`src/rtl/alu_register_pkg.sv`:
```
// Shared types for the ALU/register leaf: default data width and the ALU opcode encoding.
// Optional flag outputs in this slice are enabled by ALU_REGISTER_UNIT_FLAGS_EN.
package alu_register_pkg;

  localparam int DEF_WIDTH = 4;

  typedef enum logic [2:0] {
    OP_ADD = 3'b000,
    OP_SUB = 3'b001,
    OP_MUL = 3'b010,
    OP_DIV = 3'b011,
    OP_NOT = 3'b100,
    OP_XOR = 3'b101,
    OP_OR  = 3'b110,
    OP_AND = 3'b111
  } op_e;

endpackage

```
`src/rtl/alu_register_unit_alu_core.sv`:
```
// Combinational 8-op ALU with zero latency and no backpressure; results truncated to WIDTH.
// Zero/carry flags exist only when ALU_REGISTER_UNIT_FLAGS_EN is defined.
module alu_core
  import alu_register_pkg::*;
#(
  parameter int WIDTH = DEF_WIDTH
) (
  input  logic [2:0]       oc,
  input  logic [WIDTH-1:0] a,
  input  logic [WIDTH-1:0] b,
  output logic [WIDTH-1:0] f
`ifdef ALU_REGISTER_UNIT_FLAGS_EN
  ,
  output logic             zf,
  output logic             cf
`endif
);

  always_comb begin
    f = '0;
    unique case (op_e'(oc))
      OP_ADD:  f = a + b;
      OP_SUB:  f = a - b;
      OP_MUL:  f = a * b;
      OP_DIV:  f = (b == '0) ? '0 : a / b;
      OP_NOT:  f = ~a;
      OP_XOR:  f = a ^ b;
      OP_OR:   f = a | b;
      OP_AND:  f = a & b;
      default: f = '0;
    endcase
  end

`ifdef ALU_REGISTER_UNIT_FLAGS_EN
  logic [WIDTH:0]     sum_w;
  logic [2*WIDTH-1:0] prod_w;

  assign sum_w  = {1'b0, a} + {1'b0, b};
  assign prod_w = {{WIDTH{1'b0}}, a} * {{WIDTH{1'b0}}, b};
  assign zf     = (f == '0);

  always_comb begin
    cf = 1'b0;
    unique case (op_e'(oc))
      OP_ADD:  cf = sum_w[WIDTH];
      OP_SUB:  cf = (a < b);
      OP_MUL:  cf = (prod_w[2*WIDTH-1:WIDTH] != '0);
      OP_DIV:  cf = (b == '0);
      default: cf = 1'b0;
    endcase
  end
`endif

endmodule

```
`src/rtl/alu_register_unit.sv`:
```
// ALU/register leaf: combinational ALU (zero latency) plus a 1-cycle multifunction register, no backpressure.
// Build with ALU_REGISTER_UNIT_FLAGS_EN to expose zf/cf from the ALU.
module alu_register_unit
  import alu_register_pkg::*;
#(
  parameter int WIDTH = DEF_WIDTH
) (
  input  logic             clk,
  input  logic             rst_n,
  input  logic [2:0]       oc,
  input  logic [WIDTH-1:0] a,
  input  logic [WIDTH-1:0] b,
  output logic [WIDTH-1:0] f,
  input  logic             cl,
  input  logic             ld,
  input  logic [WIDTH-1:0] in,
  input  logic             inc,
  input  logic             dec,
  input  logic             sr,
  input  logic             ir,
  input  logic             sl,
  input  logic             il,
  output logic [WIDTH-1:0] out
`ifdef ALU_REGISTER_UNIT_FLAGS_EN
  ,
  output logic             zf,
  output logic             cf
`endif
);

  alu_core #(.WIDTH(WIDTH)) u_alu_core (
    .oc (oc),
    .a  (a),
    .b  (b),
    .f  (f)
`ifdef ALU_REGISTER_UNIT_FLAGS_EN
    ,
    .zf (zf),
    .cf (cf)
`endif
  );

  // Strict priority chain: exactly one action per edge, lower controls ignored.
  always_ff @(posedge clk or negedge rst_n) begin
    if (!rst_n)   out <= '0;
    else if (cl)  out <= '0;
    else if (ld)  out <= in;
    else if (inc) out <= out + 1'b1;
    else if (dec) out <= out - 1'b1;
    else if (sr)  out <= {ir, out[WIDTH-1:1]};
    else if (sl)  out <= {out[WIDTH-2:0], il};
  end

endmodule

```
`config.mk`:
```
export PLATFORM = sky130hd
export DESIGN_NAME = alu_register_unit
export DESIGN_NICKNAME = d
export VERILOG_FILES = /design/src/rtl/alu_register_pkg.sv /design/src/rtl/alu_register_unit_alu_core.sv /design/src/rtl/alu_register_unit.sv
export SDC_FILE = /design/constraint.sdc
export NUM_CORES = 1
export LEC_CHECK = 0
export ABC_AREA = 1
export ABC_CLOCK_PERIOD_IN_PS = 13600
export BUFFER_PORTS_ARGS = -buffer_cell sky130_fd_sc_hd__buf_4
export CORE_AREA = 2 2 78 80
export CTS_CLUSTER_DIAMETER = 40
export CTS_CLUSTER_SIZE = 14
export DETAILED_ROUTE_END_ITERATION = 8
export DIE_AREA = 0 0 80 82
export SETUP_SLACK_MARGIN = 0.15
export SLEW_MARGIN = 20
export SYNTH_ARGS = -nofsm -noshare
export SYNTH_HDL_FRONTEND = slang
export SYNTH_HIERARCHICAL = 1
export SYNTH_SLANG_ARGS = --single-unit
export TNS_END_PERCENT = 1
```
`constraint.sdc`:
```
create_clock -name clk -period 13.6 [get_ports clk]
set_clock_uncertainty 0.15 [all_clocks]
set_input_delay 2.72 -clock clk [delete_from_list [all_inputs] [get_ports clk]]
set_output_delay 2.72 -clock clk [all_outputs]
set_load 0.01 [all_outputs]
```
=== After elaboration in Yosys (flattened, before gate mapping) ===
Cells that the tools add are included.

* Flip-flop bits (word level): 4
* Input bits: 25
* Output and inout bits: 8
* Logic and storage cells: 29

* Add/sub/neg operators: 4
* $mul: 1
* Divide/modulo/power cells: 1
* Equal/unequal tests: 7
* Multiplexer cells: 8
* Bitwise gates (word level): 4
* Reductions and logical operators: 3

{| class="wikitable"
|+ Operators with widths
! operator !! count
|-
| $pmux W4 S8 || 1
|-
| $mux W4 || 7
|-
| $eq A3 B3 Y1 const B || 4
|-
| $eq A3 B2 Y1 const B || 2
|-
| $reduce_bool A6 Y1 || 1
|-
| $add A4 B1 Y4 const B || 1
|-
| $add A4 B4 Y4 || 1
|-
| $and A4 B4 Y4 || 1
|-
| $div A4 B4 Y4 || 1
|-
| $logic_not A4 Y1 || 1
|-
| $mul A4 B4 Y4 || 1
|-
| $not A4 Y4 || 1
|-
| $or A4 B4 Y4 || 1
|-
| $sub A4 B1 Y4 const B || 1
|-
| $sub A4 B4 Y4 || 1
|-
| $xor A4 B4 Y4 || 1
|-
| $eq A3 B1 Y1 const B || 1
|-
| $logic_not A3 Y1 || 1
|}

=== Depth between registers and ports, before layout ===
Gate-level depths: netlist (run 1).

* Depth in word-level cells: 6
* Mapped depth: 27
* Depth with buffers taken out: 27

=== Hierarchy ===
Netlist (run 1), hierarchy kept.

{| class="wikitable"
|+ By module, submodules not included
! module !! instances !! cells each !! area each (µm²)
|-
| alu_core || 1 || 196 || 1151.1
|-
| alu_register_unit || 1 || 67 || 417.9
|}

=== Worst setup path after synthesis (run 1) ===
OpenSTA, ideal clock, no wires.

* Path type: input -> output
* From: input port b[0]
* To: output port f[0]
* Arrival time: 5844 ps
* Slack: 4886 ps
* Stages: 26
* Path buffers: 0
* Path through: inv_1 ha_1 nor2_1 nor2_2 nand2_2 clkinv_2 nand2_2 nand2_1 ha_1 o21ai_0 nand2_1 nand2_1 nand3_2 and2_1 ha_1 inv_1 nor3_1 nand3b_1 inv_1 nand3_1 nand2_1 ha_1 a21oi_1 o21ai_0 o21ai_0 nand3_1

* Longest elaborated chain between the ends: 3

{| class="wikitable"
|+ RTL lines
! item !! RTL line !! source
|-
| from (decl) || alu_register_unit.sv:12 || <nowiki>input logic [WIDTH-1:0] b,</nowiki>
|-
| $div A4 B4 Y4 / $logic_not A4 Y1 (equally long branches) || alu_register_unit_alu_core.sv:25 || <nowiki>OP_DIV: f = (b == '0) ? '0 : a / b;</nowiki>
|-
| $mux W4 || alu_register_unit_alu_core.sv:25 ||
|-
| $pmux W4 S8 * || alu_register_unit_alu_core.sv:21 || <nowiki>unique case (op_e'(oc))</nowiki>
|-
| to (decl) || alu_register_unit.sv:13 || <nowiki>output logic [WIDTH-1:0] f,</nowiki>
|}

Every way passes the cells marked *; elsewhere a longest branch is shown, timed or not.

=== Worst setup path in the final report (run 1) ===
Ends and elaborated chain as after synthesis.

==> results.json, run 1 <==
{
  "status": "finished, final reports clean",
  "layout_common_cells": "nand2_1, inv_1, buf_4",
  "cts_inserted_buffers": 3,
  "r2r-start": "out[0]$_DFFE_PN0P_",
  "drv_cap": 0,
  "regMostFlops": "out",
  "grt.overflow.total": 0,
  "startpoint_type": "input pin",
  "fin_area_sq_um": 1918,
  "cp_max_fo": 7,
  "cts_max_path_buffers": 2,
  "hold_buffers": 0,
  "place_area_sq_um": 1877,
  "cts.reportedPaths.clkPinSlew_ns": 0.03,
  "syn_area_sq_um": 1569,
  "finalHoldViolations": 0,
  "ys_warn_count": 6,
  "synth_fp_nets": 320,
  "p_total_uw": 103.6,
  "core_sq_um": 5746,
  "place_ws_ns": 4.249,
  "grt_usage_pct": 13.20,
  "synth-simple-area-share_pct": 38.04,
  "via_per_inst": 4.616,
  "synth_xor_area_share_pct": 2.233,
  "drv_slew": 0,
  "power-per-cell-area_nw_per_um2": 54.00,
  "syn_to_final_growth_pct": 22.25,
  "holdCritPathClass": "flop to flop",
  "cts_setup_buffers": 0,
  "critical_path.startpoint": "b[0]",
  "finalCritPeriodShare_pct": 69.06,
  "rsz0062_at_grt": "no",
  "synth_cell_types": 29,
  "synth_compound_area_share_pct": 14.35,
  "maxSlewHeadroom_pct": 78.89,
  "setup_ws_ns": 4.208,
  "rr_worst_depth": 6,
  "holdCritStartpoint": "out[3]$_DFFE_PN0P_",
  "final_antenna_net_count": 0,
  "fillers": 652,
  "cp.arrival_ns": 6.52,
  "cpMostUsedCell": "nand2_1",
  "drc_errors": 0,
  "critical_path_required_ns": 10.73,
  "synth_fa_ha_area_share_pct": 26.00,
  "ys_seq_elements": 4,
  "syn-instance-count": 263,
  "h-tree-depth": 1,
  "gp_congestion": 0.8623,
  "seq_area_sq_um": 100.1,
  "timing.fmax_mhz": 106.5,
  "final_common_cell": "nand2_1",
  "reg2reg_setup_slack_ns": 12.00,
  "vias": 1708,
  "nNetsFinal": 354,
  "setup_viol": 0,
  "min_period_ns": 9.392,
  "leakage_uw": 0.001077,
  "cp-end-kind": "primary output",
  "synth-seq-area-share_pct": 6.380,
  "postCtsResizedCells": 0,
  "grt_max_degree": 11,
  "die_w_microns": 80,
  "largest_register_ffs": 4,
  "reg.largest.list": "out x4",
  "cts_sinks": 4,
  "cts_tree": "built",
  "post-dp-hpwl_microns": 3378,
  "wl_per_cell_microns": 10.84,
  "clock_latency_ns": 0.21,
  "multi_input_area_sq_um": 1265,
  "antenna_found_initial": 0,
  "io_buffers": 32,
  "dr.pass1.iters": 4,
  "muxShareOfSynthArea_pct": 0,
  "slowest_stage": "ha_1",
  "drt-initial-drc-count": 40,
  "min_path_cells": 2,
  "fp-row-count": 28,
  "worst_pin_slew_ns": 0.3163,
  "path_class": "input pin to primary output",
  "die_y_microns": 82,
  "wl_microns": 4011,
  "grt_pass1_wl_microns": 6989,
  "die-area_sq_um": 6560,
  "n_antenna_cell": 0,
  "grt_pass1_vias": 1605,
  "setup_tns_ns": 0,
  "root_buffer": "clkbuf_8",
  "syn_avg_cell_area_sq_um": 5.966,
  "drive_gt1_share_pct": 18.31,
  "slowest_delay_ns": 0.32,
  "start_util_pct": 27.31,
  "irDropWorstVdd_mv": 0.02563,
  "synth_top_family_by_area": "simple AND/OR/NAND/NOR gates",
  "io_pins": 33
}
## path summary, 6_finish.rpt
check                                endpoint
setup / recovery                         f[0]
hold / removal             out[3]$_DFFE_PN0P_
setup reg to reg           out[1]$_DFFE_PN0P_
hold reg to reg            out[3]$_DFFE_PN0P_
max in group asynchronous  out[3]$_DFFE_PN0P_
min in group asynchronous  out[2]$_DFFE_PN0P_
## Yosys cell counts (all sizes together)
library cell	number	share of area, %
a21oi	12	3.8
and2	1	0.40
buf	3	1.7
clkinv	1	0.32
dfrtp	4	6.4
fa	1	1.3
ha	31	25
inv	46	11
nand2	67	17
nand3	27	9.6
nand3b	1	0.48
nand4	3	1.2
nor2	29	8.4
nor3	1	0.32
nor3b	1	0.48
o211ai	2	0.96
o21ai	23	7.6
o22ai	5	2.0
or2	1	0.40
xnor2	1	0.56
xor2	3	1.7
## through the flow
stage	hold slack, ns	util, %	std cells
2_1_floorplan	0.4723	-	263
3_3_place_gp	0.5075	32.67	367
3_5_place_dp	0.5091	32.67	367
4_1_cts	0.5133	33.38	370
5_1_grt	0.5650	33.38	370
6_report	0.5087	33.38	370
## kinds of logic after synthesis
logic type | count (synthesis)
simple gates | 131
xor+xnor | 4
buf+inv | 50
compound gates | 42
fa+ha+maj | 32
flops | 4
## per-layer routing
| layer | vias up | wire length (microns) | GRT usage [%] |
|---|---|---|---|
| li1 | 919 | - | - |
| met3 | 6 | 105 | 0.9890 |
| met1 | 750 | 2000 | 17.93 |
| met5 | - | 0 | 0 |
| met2 | 33 | 1850 | 22.17 |
| met4 | 0 | 54 | 4.237 |
## report_power, final
part / internal, uW / leakage (uW) / switching (uW)
Clock: 18.8 / 0.0000216 / 5.54
Sequential: 13.0 / 0.0000511 / 1.80
Combinational: 27.6 / 0.00100 / 36.8
Total: 59.4 / 0.00108 / 44.2
## critical path, delay by kind of cell
kind                       cells  cell delay [ns]
AOI/OAI and AO/OA              6             0.83
and+or+nand+nor               13             1.13
adders and majority gates      4             1.12
buffers and inverters          6             0.74
## final cells by class
type                            count  share of cell area (%)
Inverter                           47                   9.263
Multi-Input combinational cell    209                   65.95
Timing Repair Buffer               32                   12.52
Sequential cell                     4                   5.219
Clock buffer                        3                   2.153
Tap cell                           75                   4.892
Power figures use the tool's default switching activity.
==> run 2: changes to the inputs <==
Settings changed: ABC_CLOCK_PERIOD_IN_PS 13600 to 9700.
Clock period 13.6 ns to 9.7 ns, I/O delays scaled along.
==> run 2 against run 1 <==
Cell count is the same. Setup slack lost 2.3 ns. Via count shrank 0.59%. Wire length grew 0.25%. Combinational power grew 40%. Total power grew 40%. Core utilization is the same. Non-clock buffer count is the same. First-iteration DRC count grew 5.0%. Critical path depth is the same. Clock power grew 40%. Design area is the same. Critical endpoint unchanged. Largest power group unchanged. Highest routed layer unchanged.
==> results.json, run 2 (synthesis results as in run 1) <==
{
  "rsz0062_at_grt": "no",
  "n_antenna_cell": 0,
  "critical_path_required_ns": 7.61,
  "syn_to_final_growth_pct": 22.25,
  "io_pins": 33,
  "h-tree-depth": 1,
  "power-per-cell-area_nw_per_um2": 75.72,
  "irDropWorstVdd_mv": 0.03615,
  "grt_usage_pct": 13.20,
  "drv_slew": 0,
  "hold_buffers": 0,
  "regMostFlops": "out",
  "drt-initial-drc-count": 42,
  "setup_tns_ns": 0,
  "grt_pass1_vias": 1605,
  "cts.reportedPaths.clkPinSlew_ns": 0.03,
  "path_delay_family": "simple AND/OR/NAND/NOR gates",
  "wl_per_cell_microns": 10.87,
  "startpoint_type": "input pin",
  "worst_pin_slew_ns": 0.3146,
  "timing.fmax_mhz": 127.7,
  "cp-end-kind": "primary output",
  "die-area_sq_um": 6560,
  "grt.overflow.total": 0,
  "status": "finished, final reports clean",
  "dr.pass1.iters": 4,
  "cp.arrival_ns": 5.74,
  "finalHoldViolations": 0,
  "final_common_cell": "nand2_1",
  "holdWs_ns": 0.5122,
  "largest_register_ffs": 4,
  "cp_max_fo": 7,
  "min_period_ns": 7.832,
  "postCtsResizedCells": 0,
  "slowest_stage": "ha_1",
  "drv_cap": 0,
  "gp_congestion": 0.8625,
  "io_buffers": 32,
  "nNetsFinal": 354,
  "cts_inserted_buffers": 3,
  "path_class": "input pin to primary output",
  "cts_sinks": 4,
  "drc_errors": 0,
  "cts_tree": "built",
  "holdCritPathClass": "flop to flop",
  "critical_path.startpoint": "b[0]",
  "crit_buf_inv": 6,
  "maxSlewHeadroom_pct": 79.00,
  "cts_max_path_buffers": 2,
  "via_per_inst": 4.589,
  "start_util_pct": 27.31,
  "cts_setup_buffers": 0,
  "r2r-start": "out[0]$_DFFE_PN0P_",
  "clock_latency_ns": 0.21,
  "finalCritPeriodShare_pct": 80.75,
  "cpMostUsedCell": "nand2_1",
  "drive_gt1_share_pct": 18.31,
  "die_w_microns": 80,
  "leakage_uw": 0.001077,
  "wl_microns": 4021,
  "grt_max_degree": 11,
  "post-dp-hpwl_microns": 3379,
  "root_buffer": "clkbuf_8",
  "antenna_found_initial": 0,
  "vias": 1698,
  "slowest_delay_ns": 0.32,
  "holdCritStartpoint": "out[3]$_DFFE_PN0P_",
  "core_sq_um": 5746,
  "fp-row-count": 28,
  "grt_pass1_wl_microns": 6989,
  "reg.largest.list": "out x4",
  "setup_viol": 0,
  "final_antenna_net_count": 0,
  "layout_common_cells": "nand2_1, inv_1, buf_4",
  "die_y_microns": 82
}
run 2: cell counts in the layout (fill, tap and decap cells not counted):
No cell type changed its count.
run 2: layer usage:
layer | track usage, % | wire (microns)
met1 | 17.93 | 2002
met3 | 0.9890 | 117
met4 | 4.237 | 54
met5 | 0 | 0
met2 | 22.17 | 1846
run 2: path summary, 6_finish.rpt:
| path | slack (ns) | depth (start not counted) | endpoint |
|---|---|---|---|
| worst min register to register | 0.51 | 2 | out[3]$_DFFE_PN0P_ |
| max in group asynchronous | 7.93 | 1 | out[3]$_DFFE_PN0P_ |
| worst max-delay path | 1.87 | 29 | f[0] |
| worst min-delay path | 0.51 | 2 | out[3]$_DFFE_PN0P_ |
| min in group asynchronous | 1.36 | 1 | out[2]$_DFFE_PN0P_ |
| worst max register to register | 8.09 | 6 | out[1]$_DFFE_PN0P_ |
run 2: final cells by class:
type	count	area, sq um
clock buffer	3	41.29
fill	652	3827
inverter	47	177.7
multi-input combinational	209	1265
sequential	4	100.1
tap	75	93.84
timing repair buffer	32	240.2
run 2: stage by stage:
step | cell area [sq um] | util [%] | total power (uW) | cells | worst slack, ns
6_report | 1918 | 33.38 | 145.2 | 370 | 1.868
2_1_floorplan | 1569 | - | 80.34 | 263 | 2.546
5_1_grt | 1918 | 33.38 | 163.8 | 370 | 1.364
4_1_cts | 1918 | 33.38 | 147.2 | 370 | 1.889
3_5_place_dp | 1877 | 32.67 | 111.5 | 367 | 1.909
3_3_place_gp | 1877 | 32.67 | 110.4 | 367 | 2.069
run 2: worst reg2reg max path, stage by stage, from the launching register on:
cell,delay (ns)
dfrtp_1,0.43
inv_1,0.12
ha_1,0.32
o21ai_0,0.16
o21ai_1,0.09
o21ai_1,0.13
o21ai_1,0.09
run 2: power breakdown:
group | switching, uW | total (uW) | internal [uW]
logic | 51.6 | 90.3 | 38.7
registers | 2.58 | 20.8 | 18.2
clock network | 7.75 | 34.1 | 26.4
